### src/rtl/hilo_unit_pkg.sv
// Shared types and constants for the HI/LO multiply result stage.
package hilo_unit_pkg;

   localparam int HILO_W      = 32;
   localparam int PROD_W      = 64;
   localparam int LATENCY_MAX = 16;
   localparam int CNT_W       = $clog2(LATENCY_MAX);

   typedef enum logic {
      IDLE = 1'b0,
      BUSY = 1'b1
   } state_e;

endpackage

### src/rtl/hilo_unit.sv
// HI/LO register pair: commits the multiplier product after LATENCY cycles and
// serves move-from/move-to accesses, stalling them while a multiply is in flight.
module hilo_unit
   import hilo_unit_pkg::*;
#(
   parameter int LATENCY = 4
) (
   input  logic                clk,
   input  logic                reset,
   input  logic                start,
   input  logic [PROD_W-1:0]   prod,
   input  logic                mfhi,
   input  logic                mflo,
   input  logic                mthi,
   input  logic                mtlo,
   input  logic [HILO_W-1:0]   wr_data,
   output logic [HILO_W-1:0]   rd_data,
   output logic                busy,
   output logic                stall,
   output logic [HILO_W-1:0]   hi,
   output logic [HILO_W-1:0]   lo
);

   generate
      if (LATENCY < 2 || LATENCY > LATENCY_MAX) begin : g_bad_latency
         $error("hilo_unit: LATENCY must be in 2..16");
      end
   endgenerate

   localparam logic [CNT_W-1:0] CNT_LOAD = CNT_W'(LATENCY - 1);

   state_e              state_q, state_d;
   logic [CNT_W-1:0]    cnt_q, cnt_d;
   logic [PROD_W-1:0]   pend_q, pend_d;
   logic [HILO_W-1:0]   hi_q, hi_d;
   logic [HILO_W-1:0]   lo_q, lo_d;

   always_ff @(posedge clk) begin
      if (reset) begin
         state_q <= IDLE;
         cnt_q   <= '0;
         pend_q  <= '0;
         hi_q    <= '0;
         lo_q    <= '0;
      end else begin
         state_q <= state_d;
         cnt_q   <= cnt_d;
         pend_q  <= pend_d;
         hi_q    <= hi_d;
         lo_q    <= lo_d;
      end
   end

   always_comb begin
      state_d = state_q;
      cnt_d   = cnt_q;
      pend_d  = pend_q;
      hi_d    = hi_q;
      lo_d    = lo_q;

      unique case (state_q)
         IDLE: begin
            // Moves write here; a same-cycle start will later overwrite them at commit.
            if (mthi) hi_d = wr_data;
            if (mtlo) lo_d = wr_data;
            if (start) begin
               pend_d  = prod;
               cnt_d   = CNT_LOAD;
               state_d = BUSY;
            end
         end
         BUSY: begin
            if (start) begin
               // Restart: the in-flight product is dropped without committing.
               pend_d = prod;
               cnt_d  = CNT_LOAD;
            end else if (cnt_q == CNT_W'(1)) begin
               hi_d    = pend_q[PROD_W-1:HILO_W];
               lo_d    = pend_q[HILO_W-1:0];
               cnt_d   = '0;
               state_d = IDLE;
            end else begin
               cnt_d = cnt_q - CNT_W'(1);
            end
         end
         default: state_d = IDLE;
      endcase
   end

   always_comb begin
      busy  = (state_q == BUSY);
      stall = busy & (mfhi | mflo | mthi | mtlo);
      if (mfhi)      rd_data = hi_q;
      else if (mflo) rd_data = lo_q;
      else           rd_data = '0;
   end

   assign hi = hi_q;
   assign lo = lo_q;

endmodule

### config.mk
export PLATFORM = sky130hd
export DESIGN_NAME = hilo_unit
export DESIGN_NICKNAME = d
export VERILOG_FILES = /design/src/rtl/hilo_unit_pkg.sv /design/src/rtl/hilo_unit.sv
export SDC_FILE = /design/constraint.sdc
export NUM_CORES = 1
export LEC_CHECK = 0
export CELL_PAD_IN_SITES_DETAIL_PLACEMENT = 1
export CELL_PAD_IN_SITES_GLOBAL_PLACEMENT = 2
export CORE_MARGIN = 8
export CORE_UTILIZATION = 29
export DETAILED_ROUTE_END_ITERATION = 6
export PLACE_DENSITY_LB_ADDON = 0.08
export SETUP_SLACK_MARGIN = 0.15
export SLEW_MARGIN = 10
export SYNTH_ARGS = -nofsm -noshare
export SYNTH_HDL_FRONTEND = slang
export SYNTH_SLANG_ARGS = --single-unit
### constraint.sdc
create_clock -name clk -period 2.32 [get_ports clk]
set_input_delay 0.348 -clock clk [delete_from_list [all_inputs] [get_ports clk]]
set_output_delay 0.348 -clock clk [all_outputs]
set_load 0.05 [all_outputs]
==> impl_metrics.yaml <==
status:
  status: "finished, final reports clean"
synth:
  synth_top_family_by_area: "compound AO/OA/AOI/OAI gates"
  yosys.area.top_type: "dfxtp_1"
  synth_area_per_cell_sq_um: 9.18
  synth_cells: 681
  synth_edf_count: 0
  synth_compound_area_share_pct: 28.9
  seq_area_frac_synth_pct: 42.6
  synthMuxAreaShare_pct: 10.4
  synth_xor_area_share_pct: 0.140
  synth_warnings: 0
  synth_nets: 786
  synth_top_area_share_pct: 42.6
  ys_top_cells_by_area: "dfxtp_1, a211oi_2, mux2i_1"
  async_flop_share_pct: 0
  yosys_register_bits: 133
  synth-main-ff-cell: "dfxtp_1"
  synthesis.area_sq_um: 6250
  synth_fa_ha_area_share_pct: 0.400
  synth_simple_gate_area_share_pct: 12.1
  synthDistinctLibCells: 25
sta:
  hold_viol: 0
  finalClockSkew_ns: 0.00813
  maxSlewHeadroom_pct: 25.1
  fin_ws_ns: 0.177
  fin_crit_sh_pct: 92.4
  setup_violations: 0
  fin_crit_ns: 2.14
  fmax_mhz: 467
  rsz0062_at_grt: "yes"
  worstMarginPinSlew_ns: 1.12
  report.final.slew_viol_count: 0
power_and_ir_drop:
  p_leak_nw: 3.45
  ir_worst_vdd_v: 0.000391
  power_mw: 7.38
  powerDensity_nw_per_um2: 783
placement:
  dp_hpwl_mm: 15.8
  dp_slack_ns: -0.0478
  io_buffers: 200
  routabilityCongestion: 0.768
drt:
  remaining_drc_errors: 0
  dr.first_iter.drc_count: 143
  ant_nets: 0
  routedWlPerCell_um: 20.1
  via_per_inst: 5.02
  dr.pass1.iters: 4
  wirelength_mm: 22.7
  num_vias: 5674
global_route:
  grt_overflow_total: 0
  grt_pass1_vias: 6148
  grt_max_degree: 107
  grt_pass1_wl_mm: 35.9
  antenna_found_initial: 2
  grtUsageTotal_pct: 17.2
critical_path:
  path_buf_inv: 0
  reg2reg_slack_ns: 0.18
  path_cells: "ha_1 > and4bb_2 > a21o_2 > a211oi_2"
  cp-end-kind: "flip-flop"
  worstRegToRegCells: 4
  cpPeakStageDelay_ns: 0.89
  path_max_fanout: 32
  rr_startpoint: "cnt_q[0]$_SDFFE_PP0P_"
  critPathArrivalTime_ns: 2.38
  worstSetupPathType: "reg2reg"
  critPathLaunchType: "flip-flop"
  rr_endpoint: "lo[7]$_SDFFE_PP0P_"
  crit_path_top_delay_cell: "a21o_2"
  cp.required_ns: 2.56
  path_delay_family: "compound AO/OA/AOI/OAI gates"
clocking:
  clockBufferDepth: 2
  cts_root_buffer: "clkbuf_16"
  numCtsBuffers: 17
  clk_pin_slew_worst_paths_ns: 0.06
  htree_levels: 4
  cts_sinks: 133
  clock_latency_ns: 0.41
  post-cts-setup-buffers: 0
  tritoncts: "yes"
min_path:
  hp-start: "reset"
  worstHoldPathType: "in2reg"
  holdPathStages: 2
  min_to: "pend_q[53]$_SDFFE_PP0P_"
floorplan:
  core_region_area_sq_um: 21100
  dieArea_sq_um: 26500
  rows: 53
  die_y_um: 163
  io_pins: 201
  initial_utilization_pct: 29.6
  die_w_um: 163
layout:
  drive_gt1_share_pct: 17.9
  syn_to_final_growth_pct: 50.8
  n_antenna_cell: 0
  nFillCells: 2335
  fin_util_pct: 44.7
  finalNetCount: 947
flow_run:
  cap_viol_max_count: 0
synthesized netlist by cell type (2+ instances only):
cell type,number
nor2b_1,34
ha_1,2
buf_4,8
mux2i_1,65
buf_2,21
clkbuf_1,40
a21oi_1,67
a211oi_2,61
a21o_1,2
o21ai_0,33
a211oi_1,68
dfxtp_1,133
nor2_1,65
buf_1,4
nand2_1,67
inv_1,2
power by group:
group	switching (mW)	total (mW)	leakage, nW	internal, mW
Clock	1.01	2.83	0.291	1.82
Sequential	0.147	2.61	1.10	2.46
Combinational	1.16	1.94	2.06	0.787
per-layer routing:
metal / global-route usage (%) / share of wire (%) / routed length, um
met5: 0 / 0.12 / 27
met3: 5.54 / 6.1 / 1390
met2: 28.7 / 49 / 11000
met1: 21.1 / 44 / 10100
met4: 4.21 / 0.88 / 199
sequential cells by signal (all words and copies together), names as in the netlist:
signal,flops
pend_q,64
busy,1
hi,32
lo,32
cnt_q,4
cell type report:
type                    count  area (sq um)  area share, %
clock buffers              19           443           4.70
clock inverters            13           181           1.93
inverters                   3          11.3          0.120
multi-input cells         472          3260           34.6
flip-flops and latches    133          2670           28.3
well taps                 275           344           3.65
repair buffers            215          2510           26.7
cells by family after synthesis:
| group | count (synthesis) |
|---|---|
| muxes | 65 |
| xor gates and xnor gates | 1 |
| adders and majority gates | 2 |
| AOI/OAI and AO/OA | 233 |
| buffers and inverters | 76 |
| DFF | 133 |
| and+or+nand+nor | 171 |
how the worst max path moves through the flow:
stage / start / endpoint / slack [ns] / cells past startpoint
after floorplan: lo[0]$_SDFFE_PP0P_ / rd_data[0] / 0.16 / 2
after global placement: cnt_q[0]$_SDFFE_PP0P_ / hi[0]$_SDFFE_PP0P_ / 0.06 / 6
after detailed placement: cnt_q[0]$_SDFFE_PP0P_ / hi[0]$_SDFFE_PP0P_ / -0.05 / 6
after CTS: cnt_q[0]$_SDFFE_PP0P_ / lo[7]$_SDFFE_PP0P_ / 0.16 / 4
after global routing: cnt_q[0]$_SDFFE_PP0P_ / lo[31]$_SDFFE_PP0P_ / 0.05 / 4
final: cnt_q[0]$_SDFFE_PP0P_ / lo[7]$_SDFFE_PP0P_ / 0.18 / 4
placed cells by master (no fill, tap or decap), types with 5 or more instances in the layout:
cell	instances
clkinvlp_4	5
buf_12	39
mux2i_1	65
a21oi_1	67
nor2_1	65
a211oi_2	61
o21ai_1	31
nor2b_1	32
nand2_1	67
buf_4	10
a211oi_1	68
dfxtp_1	132
clkdlybuf4s50_1	162
clkbuf_16	17
what timing repair did:
action,CTS,global route
setup endpoints to repair,32,52
hold buffers,0,0
resized for setup,2,0
through the flow:
step	TNS, ns	hold slack [ns]	area (sq um)	cells
2_1_floorplan	0	0.461	6250	681
3_3_place_gp	0	0.474	8790	1098
3_5_place_dp	-0.504	0.487	8790	1098
4_1_cts	0	0.314	9420	1130
5_1_grt	0	0.322	9420	1130
6_report	0	0.323	9420	1130
(Power assumes the default switching activity.)
